`src/rtl/alu_pkg.sv`:
```
// alu_pkg: shared ALU function codes, flag/branch encodings and the execute-stage entry type.
package alu_pkg;
    localparam int EX_DATA_W = 32;
    localparam int EX_RD_W = 4;
    typedef enum logic [2:0] {
        FN_AND   = 3'b000,
        FN_OR    = 3'b001,
        FN_XOR   = 3'b010,
        FN_ADD   = 3'b011,
        FN_SUB   = 3'b100,
        FN_CMP   = 3'b101,
        FN_SHR   = 3'b110,
        FN_SHL16 = 3'b111
    } alu_fn_e;
    localparam logic [1:0] FLG_POS  = 2'b00;
    localparam logic [1:0] FLG_ZERO = 2'b01;
    localparam logic [1:0] FLG_NEG  = 2'b10;
    typedef enum logic [1:0] {
        BR_ALWAYS = 2'b00,
        BR_EQ     = 2'b01,
        BR_LT     = 2'b10,
        BR_GT     = 2'b11
    } br_cond_e;
    typedef struct packed {
        logic [EX_DATA_W-1:0] result;
        logic [EX_RD_W-1:0]   rd;
        logic                 wb_en;
        logic                 br_taken;
        logic [EX_DATA_W-1:0] br_target;
    } ex_entry_t;
    function automatic logic br_resolve(input logic [1:0] cond, input logic [1:0] flags);
        return cond == BR_ALWAYS
            || (cond == BR_EQ && flags == FLG_ZERO)
            || (cond == BR_LT && flags == FLG_NEG)
            || (cond == BR_GT && flags == FLG_POS);
    endfunction
endpackage

```
`src/rtl/alu_ex_stage_skid_buf2.sv`:
```
// skid_buf2: two-entry valid/ready FIFO of ex_entry_t; entry0 drives the outputs, entry1 is the skid slot.
// o_ready depends only on registered state, never on i_ready.
module skid_buf2
    import alu_pkg::*;
(
    input  logic      clk,
    input  logic      rst_n,
    input  logic      i_valid,
    output logic      o_ready,
    input  ex_entry_t i_data,
    output logic      o_valid,
    input  logic      i_ready,
    output ex_entry_t o_data
);
    logic      r_v0;
    logic      r_v1;
    ex_entry_t r_e0;
    ex_entry_t r_e1;
    logic      w_acc;
    logic      w_free;
    assign w_acc   = i_valid && !r_v1;
    assign w_free  = !r_v0 || i_ready;
    assign o_ready = !r_v1;
    assign o_valid = r_v0;
    assign o_data  = r_e0;
    // entry1 can only be occupied while entry0 is, so an accept never coincides with entry1 moving up
    always_ff @(posedge clk or negedge rst_n) begin
        if (!rst_n) begin
            r_v0 <= 1'b0;
            r_v1 <= 1'b0;
            r_e0 <= '0;
            r_e1 <= '0;
        end else if (w_free) begin
            if (r_v1) begin
                r_e0 <= r_e1;
                r_v0 <= 1'b1;
                r_v1 <= 1'b0;
            end else begin
                r_v0 <= w_acc;
                if (w_acc) r_e0 <= i_data;
            end
        end else if (w_acc) begin
            r_e1 <= i_data;
            r_v1 <= 1'b1;
        end
    end
endmodule

```
`src/rtl/alu_ex_stage.sv`:
```
// alu_ex_stage: ALU output register with flags register, branch resolution and a two-entry skid buffer.
// Optional perf counters under ALU_EX_PERF_CNT_EN.
module alu_ex_stage
    import alu_pkg::*;
#(
    parameter int DATA_W = EX_DATA_W,
    parameter int RD_W   = EX_RD_W
) (
    input  logic              clk,
    input  logic              rst_n,
    input  logic              in_valid,
    output logic              in_ready,
    input  logic [2:0]        in_func,
    input  logic [DATA_W-1:0] in_result,
    input  logic [1:0]        in_flags,
    input  logic [RD_W-1:0]   in_rd,
    input  logic              in_wb_en,
    input  logic              in_br_en,
    input  logic [1:0]        in_br_cond,
    input  logic [DATA_W-1:0] in_br_target,
    output logic              out_valid,
    input  logic              out_ready,
    output logic [DATA_W-1:0] out_result,
    output logic [RD_W-1:0]   out_rd,
    output logic              out_wb_en,
    output logic              out_br_taken,
    output logic [DATA_W-1:0] out_br_target,
    output logic [1:0]        flags_q
`ifdef ALU_EX_PERF_CNT_EN
   ,output logic [31:0]       perf_stall_cnt,
    output logic [31:0]       perf_br_taken_cnt
`endif
);
    ex_entry_t w_din;
    ex_entry_t w_dout;
    logic      w_acc;
    logic      w_is_cmp;
    logic      w_taken;
    assign w_is_cmp = in_func == FN_CMP;
    assign w_acc    = in_valid && in_ready;
    // resolved against flags_q before any CMP in the same cycle updates it; CMP never branches or writes rd
    assign w_taken  = in_br_en && !w_is_cmp && br_resolve(in_br_cond, flags_q);
    assign w_din    = '{result: in_result, rd: in_rd, wb_en: in_wb_en && !w_is_cmp,
                        br_taken: w_taken, br_target: in_br_target};
    skid_buf2 u_buf (
        .clk     (clk),
        .rst_n   (rst_n),
        .i_valid (in_valid),
        .o_ready (in_ready),
        .i_data  (w_din),
        .o_valid (out_valid),
        .i_ready (out_ready),
        .o_data  (w_dout)
    );
    assign out_result    = w_dout.result;
    assign out_rd        = w_dout.rd;
    assign out_wb_en     = w_dout.wb_en;
    assign out_br_taken  = w_dout.br_taken;
    assign out_br_target = w_dout.br_target;
    always_ff @(posedge clk or negedge rst_n) begin
        if (!rst_n) flags_q <= FLG_POS;
        else if (w_acc && w_is_cmp) flags_q <= in_flags;
    end
`ifdef ALU_EX_PERF_CNT_EN
    always_ff @(posedge clk or negedge rst_n) begin
        if (!rst_n) begin
            perf_stall_cnt    <= '0;
            perf_br_taken_cnt <= '0;
        end else begin
            if (out_valid && !out_ready) perf_stall_cnt <= perf_stall_cnt + 32'd1;
            if (w_acc && w_taken) perf_br_taken_cnt <= perf_br_taken_cnt + 32'd1;
        end
    end
`endif
endmodule

```
`config.mk`:
```
export PLATFORM = sky130hd
export DESIGN_NAME = alu_ex_stage
export DESIGN_NICKNAME = d
export VERILOG_FILES = /design/src/rtl/alu_pkg.sv /design/src/rtl/alu_ex_stage_skid_buf2.sv /design/src/rtl/alu_ex_stage.sv
export SDC_FILE = /design/constraint.sdc
export NUM_CORES = 1
export LEC_CHECK = 0
export CELL_PAD_IN_SITES_DETAIL_PLACEMENT = 1
export CELL_PAD_IN_SITES_GLOBAL_PLACEMENT = 1
export CORE_MARGIN = 2
export CORE_UTILIZATION = 42
export DETAILED_ROUTE_END_ITERATION = 8
export PLACE_DENSITY_LB_ADDON = 0.1
export REMOVE_ABC_BUFFERS = 1
export SLEW_MARGIN = 20
export SYNTH_ARGS = -nofsm -noshare
export SYNTH_HDL_FRONTEND = slang
export SYNTH_SLANG_ARGS = --single-unit
```
`constraint.sdc`:
```
create_clock -name clk -period 2.63 [get_ports clk]
set_input_delay 0.526 -clock clk [delete_from_list [all_inputs] [get_ports clk]]
set_output_delay 0.526 -clock clk [all_outputs]
set_load 0.03 [all_outputs]
```
==> results of run 1 <==
==> routing by layer <==
metal  routed length [um]  up-vias  GRT usage
li1                     -     2044          -
met1                 7745     2312     0.2957
met2                 8370      110     0.3600
met4                  238        0    0.06601
met5                    0        -          0
met3                  740       18    0.05520
==> metrics by stage <==
stage	cells	worst slack (ns)	cell area, sq um
5_1_grt	828	0.2223	8483
4_1_cts	828	0.2486	8483
6_report	828	0.2719	8483
3_3_place_gp	796	0.4003	7849
3_5_place_dp	796	0.3499	7849
2_1_floorplan	446	-6.992	5926
==> area by class of cell <==
type / instances / area (sq um) / share of cell area
inverter: 4 / 15.01 / 0.001770
clock buffer: 17 / 425.4 / 0.05015
clock inverter: 15 / 209.0 / 0.02463
timing repair buffer: 166 / 1670 / 0.1969
tap: 184 / 230.2 / 0.02714
multi-input combinational: 298 / 2326 / 0.2742
sequential: 144 / 3607 / 0.4252
==> how the worst max path moves through the flow <==
| stage | to | slack (ns) | cells past startpoint |
|---|---|---|---|
| 2_1_floorplan | u_buf.r_e1[0] | -6.99 | 2 |
| 6_report | in_ready | 0.27 | 2 |
| 5_1_grt | in_ready | 0.22 | 2 |
| 3_3_place_gp | u_buf.r_e1[26] | 0.40 | 4 |
| 4_1_cts | in_ready | 0.25 | 2 |
| 3_5_place_dp | u_buf.r_e1[23] | 0.35 | 4 |
==> kinds of logic (layout without fill, tap and decap cells) <==
family                 count (synthesis)  count (layout)  synth area share
AO/OA/AOI/OAI                        144             144            0.1201
buffers and inverters                 44             202           0.04334
flip-flops                           144             144            0.5832
multiplexers                         139             139            0.2396
AND/OR/NAND/NOR                       15              15           0.01378
==> power by group through the flow <==
stage / Combinational, uW / Sequential [uW] / Clock [uW]
detailed placement: 1960 / 3030 / 0
CTS: 1980 / 3010 / 2640
global placement: 1900 / 3000 / 0
finish: 1960 / 3010 / 2600
floorplan: 670 / 3430 / 0
global route: 2080 / 3070 / 2740
==> worst register-to-register path: cells and delay by family (launching register included) <==
family	cells	cell delay, ns
and+or+nand+nor	1	0.41
muxes	1	0.46
buffers and inverters	1	0.33
DFF	1	0.62
==> sequential cells by signal (all words and copies together), names as in the netlist <==
signal and count:
u_buf.r_e1 70, u_buf.o_valid 1, u_buf.o_data 70, u_buf.r_v1 1, flags_q 2
==> placed cells by master, fill, tap and decap left out <==
cell,Yosys,routed
clkdlybuf4s50_1,0,153
dfrtp_1,144,143
a21oi_1,137,137
mux2_2,71,71
mux2i_1,68,68
clkbuf_16,0,17
buf_4,7,9
inv_1,4,4
nand3_1,4,4
bufinv_16,0,4
clkinv_4,0,4
clkinvlp_4,0,3
inv_6,0,3
buf_12,0,3
o21bai_1,2,2
nor2_1,2,2
nand2_1,2,2
nand2b_2,0,1
or2_2,0,1
and2_2,0,1
nor4bb_4,0,1
nand3b_1,1,1
nor3b_1,1,1
a22o_1,1,1
nand4_1,1,1
o221ai_2,1,1
o22ai_1,1,1
o21ai_0,1,1
a31oi_1,1,1
clkinv_2,0,1
buf_6,8,1
dfrtp_4,0,1
==> impl_metrics.env, run 1 <==
export IMPL_routed_wl_um=17100
export IMPL_r2r_end="u_buf.r_e1[67]"
export IMPL_diodes=0
export IMPL_grt_max_degree=71
export IMPL_cts_repair_resized=0
export IMPL_power_frac_clock=0.344
export IMPL_finalCritPeriodShare=0.8966
export IMPL_synth_top_cells_by_count="144 x dfrtp_1, 137 x a21oi_1, 71 x mux2_2, 68 x mux2i_1, 13 x buf_2"
export IMPL_initial_core_util=0.4267
export IMPL_crit_path_end_kind="output port"
export IMPL_seqPwrFrac=0.397
export IMPL_rows=44
export IMPL_worst_r2r_cell_count=3
export IMPL_antenna_found_initial=0
export IMPL_netSwitchingPower_uw=2358
export IMPL_setup_violations=0
export IMPL_drt_iter0_markers=237
export IMPL_power_density_nw_per_um2=892.6
export IMPL_via_per_inst=5.415
export IMPL_crit_chain="inv_1 -> clkdlybuf4s50_1"
export IMPL_syn_area_per_cell_sq_um=12.71
export IMPL_grt_pass1_vias=4851
export IMPL_timing_rr_start="u_buf.r_v1"
export IMPL_io_pins=155
export IMPL_skew_ns=0.01223
export IMPL_ant_nets=0
export IMPL_core_area_sq_um=14480
export IMPL_synthCells=486
export IMPL_clock_path_buffers=2
export IMPL_hold_path_class="input port to async pin"
export IMPL_hold_viol=0
export IMPL_syn_cell_area_sq_um=6178
export IMPL_vias=4484
export IMPL_gp_congestion=0.7425
export IMPL_area_growth_pct=37.30
export IMPL_cts_made_buffers=17
export IMPL_yosysSeqAreaShare=0.5832
export IMPL_synth_top_area_share=0.5832
export IMPL_cap_violations=0
export IMPL_rrSetupSlack_ns=0.70
export IMPL_fillers=1443
export IMPL_clkTransAtPathRegs_ns=0.06
export IMPL_rsz0062_at_grt="no"
export IMPL_dieArea_sq_um=15700
export IMPL_vdd_drop_max_v=0.0004917
export IMPL_crit_path_start="u_buf.r_v1"
export IMPL_synth_main_ff_cell="dfrtp_1"
export IMPL_cts_tree="done"
export IMPL_worstPathRequired_ns=2.10
export IMPL_yosysMostFrequentCell="dfrtp_1"
export IMPL_criticalPathCategory="register to output port"
export IMPL_async_flop_share=1.000
export IMPL_ys_types=26
export IMPL_yosys_top_cells_area="dfrtp_1 58%, mux2_2 13%, a21oi_1 11%"
export IMPL_drc=0
export IMPL_power_frac_comb=0.259
export IMPL_root_buffer="clkbuf_16"
export IMPL_post_cts_buffers=0
export IMPL_clock_sinks=144
export IMPL_arrival_ns=1.83
export IMPL_path_buf_inv=2
export IMPL_synth_seq_cells=144
export IMPL_fin_util=0.5859
export IMPL_dpl_hpwl_um=10340
export IMPL_min_period_ns=2.358
export IMPL_finalMaxSlewViolations=0
export IMPL_slowest_stage="clkdlybuf4s50_1"
export IMPL_crit_path_max_fanout=19
export IMPL_status="finished, final reports clean"
export IMPL_fin_total_pwr_uw=7572
export IMPL_worst_pin_slew_ns=0.7677
export IMPL_drive_gt1_frac=0.1894
export IMPL_overflow=0
export IMPL_slew_headroom=0.4882
export IMPL_die_y_um=125.3
export IMPL_tns_ns=0
export IMPL_hold_slack_ns=0.08577
export IMPL_swShare=0.3114
export IMPL_path_delay_family="buffers and inverters"
export IMPL_clk_latency_ns=0.43
export IMPL_synth_edff_count=0
export IMPL_grt_first_pass_wirelength_um=27280
export IMPL_hold_buffers=0
export IMPL_htreeDepth=4
export IMPL_p_int_uw=5214
export IMPL_max_freq_mhz=424.1
export IMPL_grt_util_all_layers=0.2215
export IMPL_yosysWarnings=0
export IMPL_synth_top_area_cell="dfrtp_1"
export IMPL_io_buffers=154
export IMPL_leakagePower_uw=0.003418
export IMPL_routedWlPerCell_um=20.65
export IMPL_dieWidth_um=125.3
export IMPL_fin_nets=712
export IMPL_start_kind="register"
export IMPL_first_pass_iters=4
export IMPL_worst_path_largest_cell_delay_ns=0.67
Note: power is estimated with default switching activity, not from simulation.
==> run 2: changes to the inputs <==
--- a/config.mk
+++ b/config.mk
@@ -5,10 +5,11 @@
 export SDC_FILE = /design/constraint.sdc
 export NUM_CORES = 1
 export LEC_CHECK = 0
+export ABC_AREA = 1
 export CELL_PAD_IN_SITES_DETAIL_PLACEMENT = 1
 export CELL_PAD_IN_SITES_GLOBAL_PLACEMENT = 1
 export CORE_MARGIN = 2
-export CORE_UTILIZATION = 42
+export CORE_UTILIZATION = 39
 export DETAILED_ROUTE_END_ITERATION = 8
 export PLACE_DENSITY_LB_ADDON = 0.1
 export REMOVE_ABC_BUFFERS = 1
==> run 2 against run 1 <==
- synthesized cell count rose by 46%
- clock skew fell by 0.0057 ns
- design area fell by 2.2%
- highest routed layer unchanged
==> impl_metrics.env, run 2 <==
export IMPL_grtUsageMet3=0.05489
export IMPL_place_ws_ns=0.3867
export IMPL_root_buffer="clkbuf_16"
export IMPL_synth_top_cells_by_count="343 x nand2_1, 144 x dfrtp_1, 75 x nor2_1, 68 x a31oi_1, 18 x buf_2"
export IMPL_fin_nets=931
export IMPL_rsz0062_at_grt="no"
export IMPL_area_growth_pct=37.34
export IMPL_yosysMostFrequentCell="nand2_1"
export IMPL_dieArea_sq_um=16490
export IMPL_drive_gt1_frac=0.07300
export IMPL_synth_main_ff_cell="dfrtp_1"
export IMPL_clkTransAtPathRegs_ns=0.06
export IMPL_io_buffers=154
export IMPL_dpl_hpwl_um=11240
export IMPL_via_per_inst=5.006
export IMPL_finalMaxSlewViolations=0
export IMPL_initial_core_util=0.3987
export IMPL_placed_area_sq_um=7729
export IMPL_grt_pass1_vias=5706
export IMPL_worstPathRequired_ns=2.97
export IMPL_die_y_um=128.4
export IMPL_synthCells=709
export IMPL_hold_viol=0
export IMPL_final_common_cell="nand2_1"
export IMPL_diodes=0
export IMPL_grt_util_all_layers=0.2172
export IMPL_top_usage_layer="met2"
export IMPL_start_kind="register"
export IMPL_grtUsageMet2=0.3773
export IMPL_grt_max_degree=53
export IMPL_status="finished, final reports clean"
export IMPL_overflow=0
export IMPL_routedWlPerCell_um=15.99
export IMPL_synth_top_area_cell="dfrtp_1"
export IMPL_syn_area_per_cell_sq_um=8.517
export IMPL_slew_headroom=0.5978
export IMPL_routed_wl_um=16810
export IMPL_syn_cell_area_sq_um=6038
export IMPL_crit_path_max_fanout=51
export IMPL_finalCritPeriodShare=0.8077
export IMPL_clock_sinks=144
export IMPL_first_pass_iters=4
export IMPL_drt_iter0_markers=212
export IMPL_cts_tree="done"
export IMPL_final_cell_mix="343 x nand2_1, 152 x clkdlybuf4s50_1, 143 x dfrtp_1"
export IMPL_io_pins=155
export IMPL_clock_path_buffers=2
export IMPL_grt_first_pass_wirelength_um=28290
export IMPL_htreeDepth=4
export IMPL_core_area_sq_um=15150
export IMPL_crit_path_start="u_buf.r_v1"
export IMPL_antenna_found_initial=0
export IMPL_vias=5261
export IMPL_synth_seq_cells=144
export IMPL_post_cts_buffers=0
export IMPL_yosys_top_cells_area="dfrtp_1 60%, nand2_1 21%, a31oi_1 7.0%"
export IMPL_hold_buffers=0
export IMPL_hold_slack_ns=0.06378
export IMPL_timing_rr_start="u_buf.r_v1"
export IMPL_leakagePower_uw=0.003888
export IMPL_final_instance_count_excl_fill=1051
export IMPL_fin_area_sq_um=8293
export IMPL_gp_congestion=0.7403
export IMPL_arrival_ns=2.47
export IMPL_dp_cells=1019
export IMPL_yosysWarnings=0
export IMPL_clk_latency_ns=0.41
export IMPL_power_density_nw_per_um2=849.6
export IMPL_dieWidth_um=128.4
export IMPL_synth_edff_count=0
export IMPL_ant_nets=0
export IMPL_fin_total_pwr_uw=7046
export IMPL_async_flop_share=1.000
export IMPL_skew_ns=0.006528
export IMPL_yosysSeqAreaShare=0.5968
export IMPL_synth_top_area_share=0.5968
export IMPL_max_freq_mhz=470.8
export IMPL_crit_path_end_kind="register"
export IMPL_cts_repair_resized=0
export IMPL_min_period_ns=2.124
export IMPL_vdd_drop_max_v=0.0004483
export IMPL_setup_violations=0
export IMPL_rows=45
export IMPL_drc=0
export IMPL_globalRouteMet1Util=0.2701
export IMPL_worst_pin_slew_ns=0.6033
export IMPL_cap_violations=0
export IMPL_cts_made_buffers=17
export IMPL_ys_types=18
export IMPL_layout_setup_ws_ns=0.5058
export IMPL_criticalPathCategory="register to register"
export IMPL_hold_path_class="input port to async pin"
==> run 2: cell types whose count changed after synthesis, sizes merged, moves of 4 or more <==
cell	change
nand2	+353
mux2	-71
inv	+6
a31oi	+67
mux2i	-68
a21oi	-134
clkbuf	+4
nor2	+76
o21ai	+5
==> run 2: kinds of logic (layout without fill, tap and decap cells) <==
group | Yosys count | count (layout) | share of synthesized area
AND/OR/NAND/NOR | 434 | 434 | 0.2779
flip-flops | 144 | 144 | 0.5968
AO/OA/AOI/OAI | 77 | 77 | 0.07791
buffers and inverters | 54 | 208 | 0.04745
==> run 2: power by group <==
group          total (uW)  switching, uW  internal (uW)
logic                1820           1070            757
clock network        2300            890           1410
registers            2920            265           2660
==> run 2: layout make-up <==
cell class | count | area [sq um]
repair buffers | 166 | 1693
well taps | 188 | 235.2
multi-input cells | 511 | 2153
clock inverters | 12 | 117.6
flip-flops and latches | 144 | 3605
fillers | 1735 | 6853
inverters | 10 | 42.54
clock buffers | 20 | 446.7
==> run 2: final timing paths <==
kind	to	slack, ns	depth (start not counted)
max reg2reg	u_buf.r_e1[47]	0.51	7
max in group asynchronous	u_buf.r_e1[9]	1.85	2
min in group clk	u_buf.r_e1[35]	0.48	2
min	u_buf.r_e1[69]	0.06	1
max	u_buf.r_e1[47]	0.51	7
min reg2reg	u_buf.r_e1[35]	0.48	2
==> run 2: critical path, cell delays in order, from the launching register on <==
cell	delay (ns)
dfrtp_2	0.64
inv_4	0.21
nand2_2	0.11
inv_2	0.05
nand2_4	0.21
buf_4	0.52
nand2_1	0.15
nand2_1	0.11
==> run 2: per-stage QoR <==
stage	setup TNS, ns	util
floorplan	-167.13	-
global placement	0	0.5103
detailed placement	0	0.5103
CTS	0	0.5475
global route	0	0.5475
finish	0	0.5475
==> run 2: per-layer routing <==
layer,up-vias,part of all wire
met1,2604,0.44
met3,12,0.047
li1,2529,-
met2,116,0.51
met5,-,0
met4,0,0.0087
